<file path="src/rtl/traffic_light_fsm_pkg.sv">
// Shared encodings for the traffic light sequencer: phase states, interval select codes
// (also used by the timer block) and one-hot {R,Y,G} lamp patterns.
package traffic_light_fsm_pkg;

    typedef enum logic [3:0] {
        ST_INIT,
        ST_MG1,
        ST_MG_EXT,
        ST_MG2,
        ST_MY,
        ST_WALK,
        ST_SG,
        ST_SG_EXT,
        ST_SY
    } state_t;

    localparam logic [1:0] SEL_BASE = 2'b00;
    localparam logic [1:0] SEL_EXT  = 2'b01;
    localparam logic [1:0] SEL_YEL  = 2'b10;

    localparam logic [2:0] LIGHT_RED = 3'b100;
    localparam logic [2:0] LIGHT_YEL = 3'b010;
    localparam logic [2:0] LIGHT_GRN = 3'b001;

    // A zero load would make the timer wrap to 16 s, so zero becomes one second.
    function automatic logic [3:0] nonzero_interval(input logic [3:0] value);
        return (value == 4'd0) ? 4'd1 : value;
    endfunction

endpackage

</file>
<file path="src/rtl/traffic_light_fsm_walk_request_latch.sv">
// Sticky pedestrian-request flag: any set cycle raises it, clear (entry to WALK) wins over set.
module walk_request_latch (
    input  logic clk,
    input  logic reset,
    input  logic set,
    input  logic clear,
    output logic flag
);

    always_ff @(posedge clk) begin
        if (reset) begin
            flag <= 1'b0;
        end else if (clear) begin
            flag <= 1'b0;
        end else if (set) begin
            flag <= 1'b1;
        end
    end

endmodule

</file>
<file path="src/rtl/traffic_light_fsm.sv">
// Main/side street light sequencer driving an external seconds timer.
// Build option: define TRAFFIC_WALK_EN to include the pedestrian walk phase.
module traffic_light_fsm
    import traffic_light_fsm_pkg::*;
#(
    parameter logic [3:0] T_BASE = 4'd6,
    parameter logic [3:0] T_EXT  = 4'd3,
    parameter logic [3:0] T_YEL  = 4'd2
) (
    input  logic       clk,
    input  logic       reset,
    input  logic       sensor,
    input  logic       walk_request,
    input  logic       expired,
    output logic       start_timer,
    output logic [3:0] timer_value,
    output logic [1:0] interval_sel,
    output logic [2:0] main_lights,
    output logic [2:0] side_lights,
    output logic       walk
);

    localparam logic [3:0] BASE_VAL = nonzero_interval(T_BASE);
    localparam logic [3:0] EXT_VAL  = nonzero_interval(T_EXT);
    localparam logic [3:0] YEL_VAL  = nonzero_interval(T_YEL);

    state_t     state;
    state_t     next_state;
    logic       walk_pending;
    logic       expired_ok;
    logic       entering;
    logic [1:0] sel_next;
    logic [3:0] value_next;
    logic [2:0] main_next;
    logic [2:0] side_next;
    logic       walk_next;

`ifdef TRAFFIC_WALK_EN
    logic walk_clear;

    assign walk_clear = entering && (next_state == ST_WALK);

    walk_request_latch u_walk_request_latch (
        .clk   (clk),
        .reset (reset),
        .set   (walk_request),
        .clear (walk_clear),
        .flag  (walk_pending)
    );
`else
    logic unused_walk_request;

    assign unused_walk_request = walk_request;
    assign walk_pending        = 1'b0;
`endif

    // A pulse that lands while the timer is being loaded is stale and must not skip a phase.
    assign expired_ok = expired && !start_timer && (state != ST_INIT);
    assign entering   = (next_state != state);

    always_comb begin
        next_state = state;
        if (state == ST_INIT) begin
            next_state = ST_MG1;
        end else if (expired_ok) begin
            case (state)
                ST_MG1:    next_state = sensor ? ST_MG_EXT : ST_MG2;
                ST_MG_EXT: next_state = ST_MY;
                ST_MG2:    next_state = ST_MY;
                ST_MY:     next_state = walk_pending ? ST_WALK : ST_SG;
                ST_WALK:   next_state = ST_SG;
                ST_SG:     next_state = sensor ? ST_SG_EXT : ST_SY;
                ST_SG_EXT: next_state = ST_SY;
                ST_SY:     next_state = ST_MG1;
                default:   next_state = ST_INIT;
            endcase
        end
    end

    always_comb begin
        sel_next  = SEL_BASE;
        main_next = LIGHT_RED;
        side_next = LIGHT_RED;
        walk_next = 1'b0;
        case (next_state)
            ST_MG1, ST_MG2: begin
                main_next = LIGHT_GRN;
            end
            ST_MG_EXT: begin
                main_next = LIGHT_GRN;
                sel_next  = SEL_EXT;
            end
            ST_MY: begin
                main_next = LIGHT_YEL;
                sel_next  = SEL_YEL;
            end
            ST_WALK: begin
                walk_next = 1'b1;
                sel_next  = SEL_EXT;
            end
            ST_SG: begin
                side_next = LIGHT_GRN;
            end
            ST_SG_EXT: begin
                side_next = LIGHT_GRN;
                sel_next  = SEL_EXT;
            end
            ST_SY: begin
                side_next = LIGHT_YEL;
                sel_next  = SEL_YEL;
            end
            default: begin
                sel_next = SEL_BASE;
            end
        endcase

        case (sel_next)
            SEL_EXT: value_next = EXT_VAL;
            SEL_YEL: value_next = YEL_VAL;
            default: value_next = BASE_VAL;
        endcase
    end

    // Lamps follow the next state so they change on the same edge as the state register.
    always_ff @(posedge clk) begin
        if (reset) begin
            state        <= ST_INIT;
            start_timer  <= 1'b0;
            timer_value  <= 4'd0;
            interval_sel <= SEL_BASE;
            main_lights  <= LIGHT_RED;
            side_lights  <= LIGHT_RED;
            walk         <= 1'b0;
        end else begin
            state       <= next_state;
            start_timer <= entering;
            main_lights <= main_next;
            side_lights <= side_next;
            walk        <= walk_next;
            if (entering) begin
                timer_value  <= value_next;
                interval_sel <= sel_next;
            end
        end
    end

endmodule

</file>
<file path="config.mk">
export PLATFORM = sky130hd
export DESIGN_NAME = traffic_light_fsm
export DESIGN_NICKNAME = d
export VERILOG_FILES = /design/src/rtl/traffic_light_fsm_pkg.sv /design/src/rtl/traffic_light_fsm_walk_request_latch.sv /design/src/rtl/traffic_light_fsm.sv
export SDC_FILE = /design/constraint.sdc
export NUM_CORES = 1
export LEC_CHECK = 0
export CAP_MARGIN = 5
export CORE_MARGIN = 2
export CORE_UTILIZATION = 40
export DETAILED_ROUTE_END_ITERATION = 8
export PLACE_DENSITY = 0.71
export SLEW_MARGIN = 20
export SYNTH_ARGS = -nofsm -noshare
export SYNTH_HDL_FRONTEND = slang
export SYNTH_SLANG_ARGS = --single-unit
</file>
<file path="constraint.sdc">
create_clock -name clk -period 3.6 [get_ports clk]
set_clock_uncertainty 0.2 [all_clocks]
set_input_delay 0.54 -clock clk [delete_from_list [all_inputs] [get_ports clk]]
set_output_delay 0.54 -clock clk [all_outputs]
set_load 0.01 [all_outputs]
</file>
==> results.cfg <==
[setup_path]
critPathKind = in -> reg
worstPathRequired_ns = 3.57
setup.worst_path.end_class = register
crit_top_cell = nor2_1
slowest_delay_ns = 0.52
startpoint_type = input pin
path_max_fanout = 8
worstPathCellList = clkdlybuf4s50_1, nor2b_1, buf_4, nor2_1, and3_1, nor3_1, ha_1, mux2i_1, nor2_1
cp.arrival_ns = 2.39
worst_path_max_delay_cell = clkdlybuf4s50_1
r2r_slack_ns = 1.47

[layout]
area_growth_syn_to_layout_pct = 19.69
layout_common_cells = 17 x dfxtp_1, 16 x clkdlybuf4s50_1, 13 x nor2_1
antenna_cells = 0
instances_no_fill = 139
drive_gt1_share_pct = 5.357
final_common_cell = dfxtp_1
finalInstanceArea_um2 = 1050
nets = 120
final_util_pct = 51.92

[grt]
antenna_found_initial = 0
grt_pass1_vias = 630
grt_first_pass_wirelength_um = 2711
grt_max_degree = 17
grtUsageTotal_pct = 13.80
overflow = 0

[synthesis]
synth_area_leaders = dfxtp_1 39%, nor2_1 5.6%, a21oi_1 4.6%
post_synth.cell_area_avg_um2 = 8.771
yosysSeqAreaShare_pct = 38.80
synth_cells = 100
yosysWarnings = 0
synthDominantCellAreaShare_pct = 38.80
synth-edff-count = 0
ys_ff_latch = 17
synth_cell_types = 40
yosysTopAreaCell = dfxtp_1
synth_area_um2 = 877.1
synth_nets = 107
synthFlopType = dfxtp_1
synthArstFlopShare_pct = 0

[cts]
cts.clk_slew.worst_paths_ns = 0.10
clock_latency_ns = 0.29
cts_setup_buffers = 0
cts_hold_buf = 0
root_buffer = clkbuf_4
post_cts_resized = 0
clock_sinks = 17
cts_buffer_depth = 2
htree_levels = 1
cts_buffers = 3
cts_tree = done

[pwr]
intPower_uw = 315.7
clkPwrFrac_pct = 22.1
seqPwrFrac_pct = 49.6
leakagePower_nw = 0.3997
p_comb_share_pct = 28.3
vdd_ir_drop_max_uv = 265.5
switchingPower_uw = 141.2
powerDensity_nw_per_um2 = 435.3
p_sw_share_pct = 30.91

[route]
first_pass_iters = 4
dr_total_vias = 742
routedWlPerCell_um = 12.40
ant_nets = 0
finalWirelength_um = 1724
drcViolationCount = 0
avgViaCountPerCell = 5.338
drt_iter0_drc = 10

[sta]
hold_viol = 0
fmax_ghz = 0.4139
fin_crit_sh_pct = 67.11
holdWs_ns = 0.2576
setup_tns_ns = 0
grt_setup_unrepaired = false
slew_violations = 0
finalCriticalPeriod_ns = 2.416
setup_viol = 0

[place]
io_buffers = 16
placed_cell_area_um2 = 1022
dp_cells = 135
place_congestion = 0.9058
dp_hpwl_um = 1202

[worst_hold_path]
hp-class = reg -> reg

[die]
dieArea_um2 = 2583
fp.dieW_um = 50.83
rows = 16
io_pins = 19
design.core.area_um2 = 2022
start_util_pct = 43.38
fp.dieH_um = 50.83

[outcome]
status = finished clean

[flow_run]
cap_violations = 0
## state kept, by name (all words and copies together), names as in the netlist
name / count
start_timer: 1
timer_value: 3
side_lights: 3
state: 4
main_lights: 3
interval_sel: 2
walk: 1
## final timing paths
check                      start              end  cells past startpoint
setup / recovery         expired   timer_value[2]                      9
hold / removal    timer_value[1]   timer_value[1]                      2
setup reg to reg        state[1]  interval_sel[0]                      5
hold reg to reg   timer_value[1]   timer_value[1]                      2
## power by group through the flow
stage                     registers [mW]  logic (mW)  clock network, mW
final                              0.227       0.129              0.101
after global routing               0.230       0.142              0.110
after CTS                          0.226       0.130              0.103
after detailed placement           0.231       0.129                  0
after global placement             0.230       0.128                  0
after floorplan                    0.227      0.0934                  0
## per-layer routing
metal / vias to the layer above / global-route usage, % / wire, um
met5: - / 0 / 0
met1: 345 / 19.56 / 899
li1: 379 / - / -
met2: 16 / 19.52 / 749
met4: 0 / 6.757 / 17
met3: 2 / 3.216 / 57
## final cells by class
cell class	instances	area, um2
Timing Repair Buffer	17	167.7
Inverter	4	15.01
Fill cell	205	972.2
Clock inverter	1	5.005
Sequential cell	17	340.3
Tap cell	27	33.78
Multi-Input combinational cell	70	465.4
Clock buffer	3	22.52
## metrics by stage
step                total power [mW]  setup slack, ns
floorplan                     0.3203            1.620
global placement              0.3577           0.9342
detailed placement            0.3600           0.8914
CTS                           0.4596            1.189
global route                  0.4824            1.050
finish                        0.4569            1.184
## Yosys cell counts, types with 3 or more instances
master	count
buf_4	3
nor2b_1	4
nor3b_1	3
buf_2	3
dfxtp_1	17
a21oi_1	8
nand2b_1	3
mux2i_1	4
inv_1	4
nand3b_1	3
nor2_1	13
## worst max-delay path: cells and delay by family
family | cells | cell delay, ns
adder cells (fa/ha/maj) | 1 | 0.29
buffers and inverters | 2 | 0.68
multiplexers | 1 | 0.12
AND/OR/NAND/NOR | 5 | 0.75
## kinds of logic after synthesis
group                    count (synthesis)  share of synthesized area, %
AO/OA/AOI/OAI                           18                         13.98
multiplexers                             5                         5.849
AND/OR/NAND/NOR                         44                         29.96
other                                    1                        0.4275
buffers and inverters                   13                         8.130
adder cells (fa/ha/maj)                  2                         2.853
flip-flops                              17                         38.80
(Power assumes the default switching activity.)
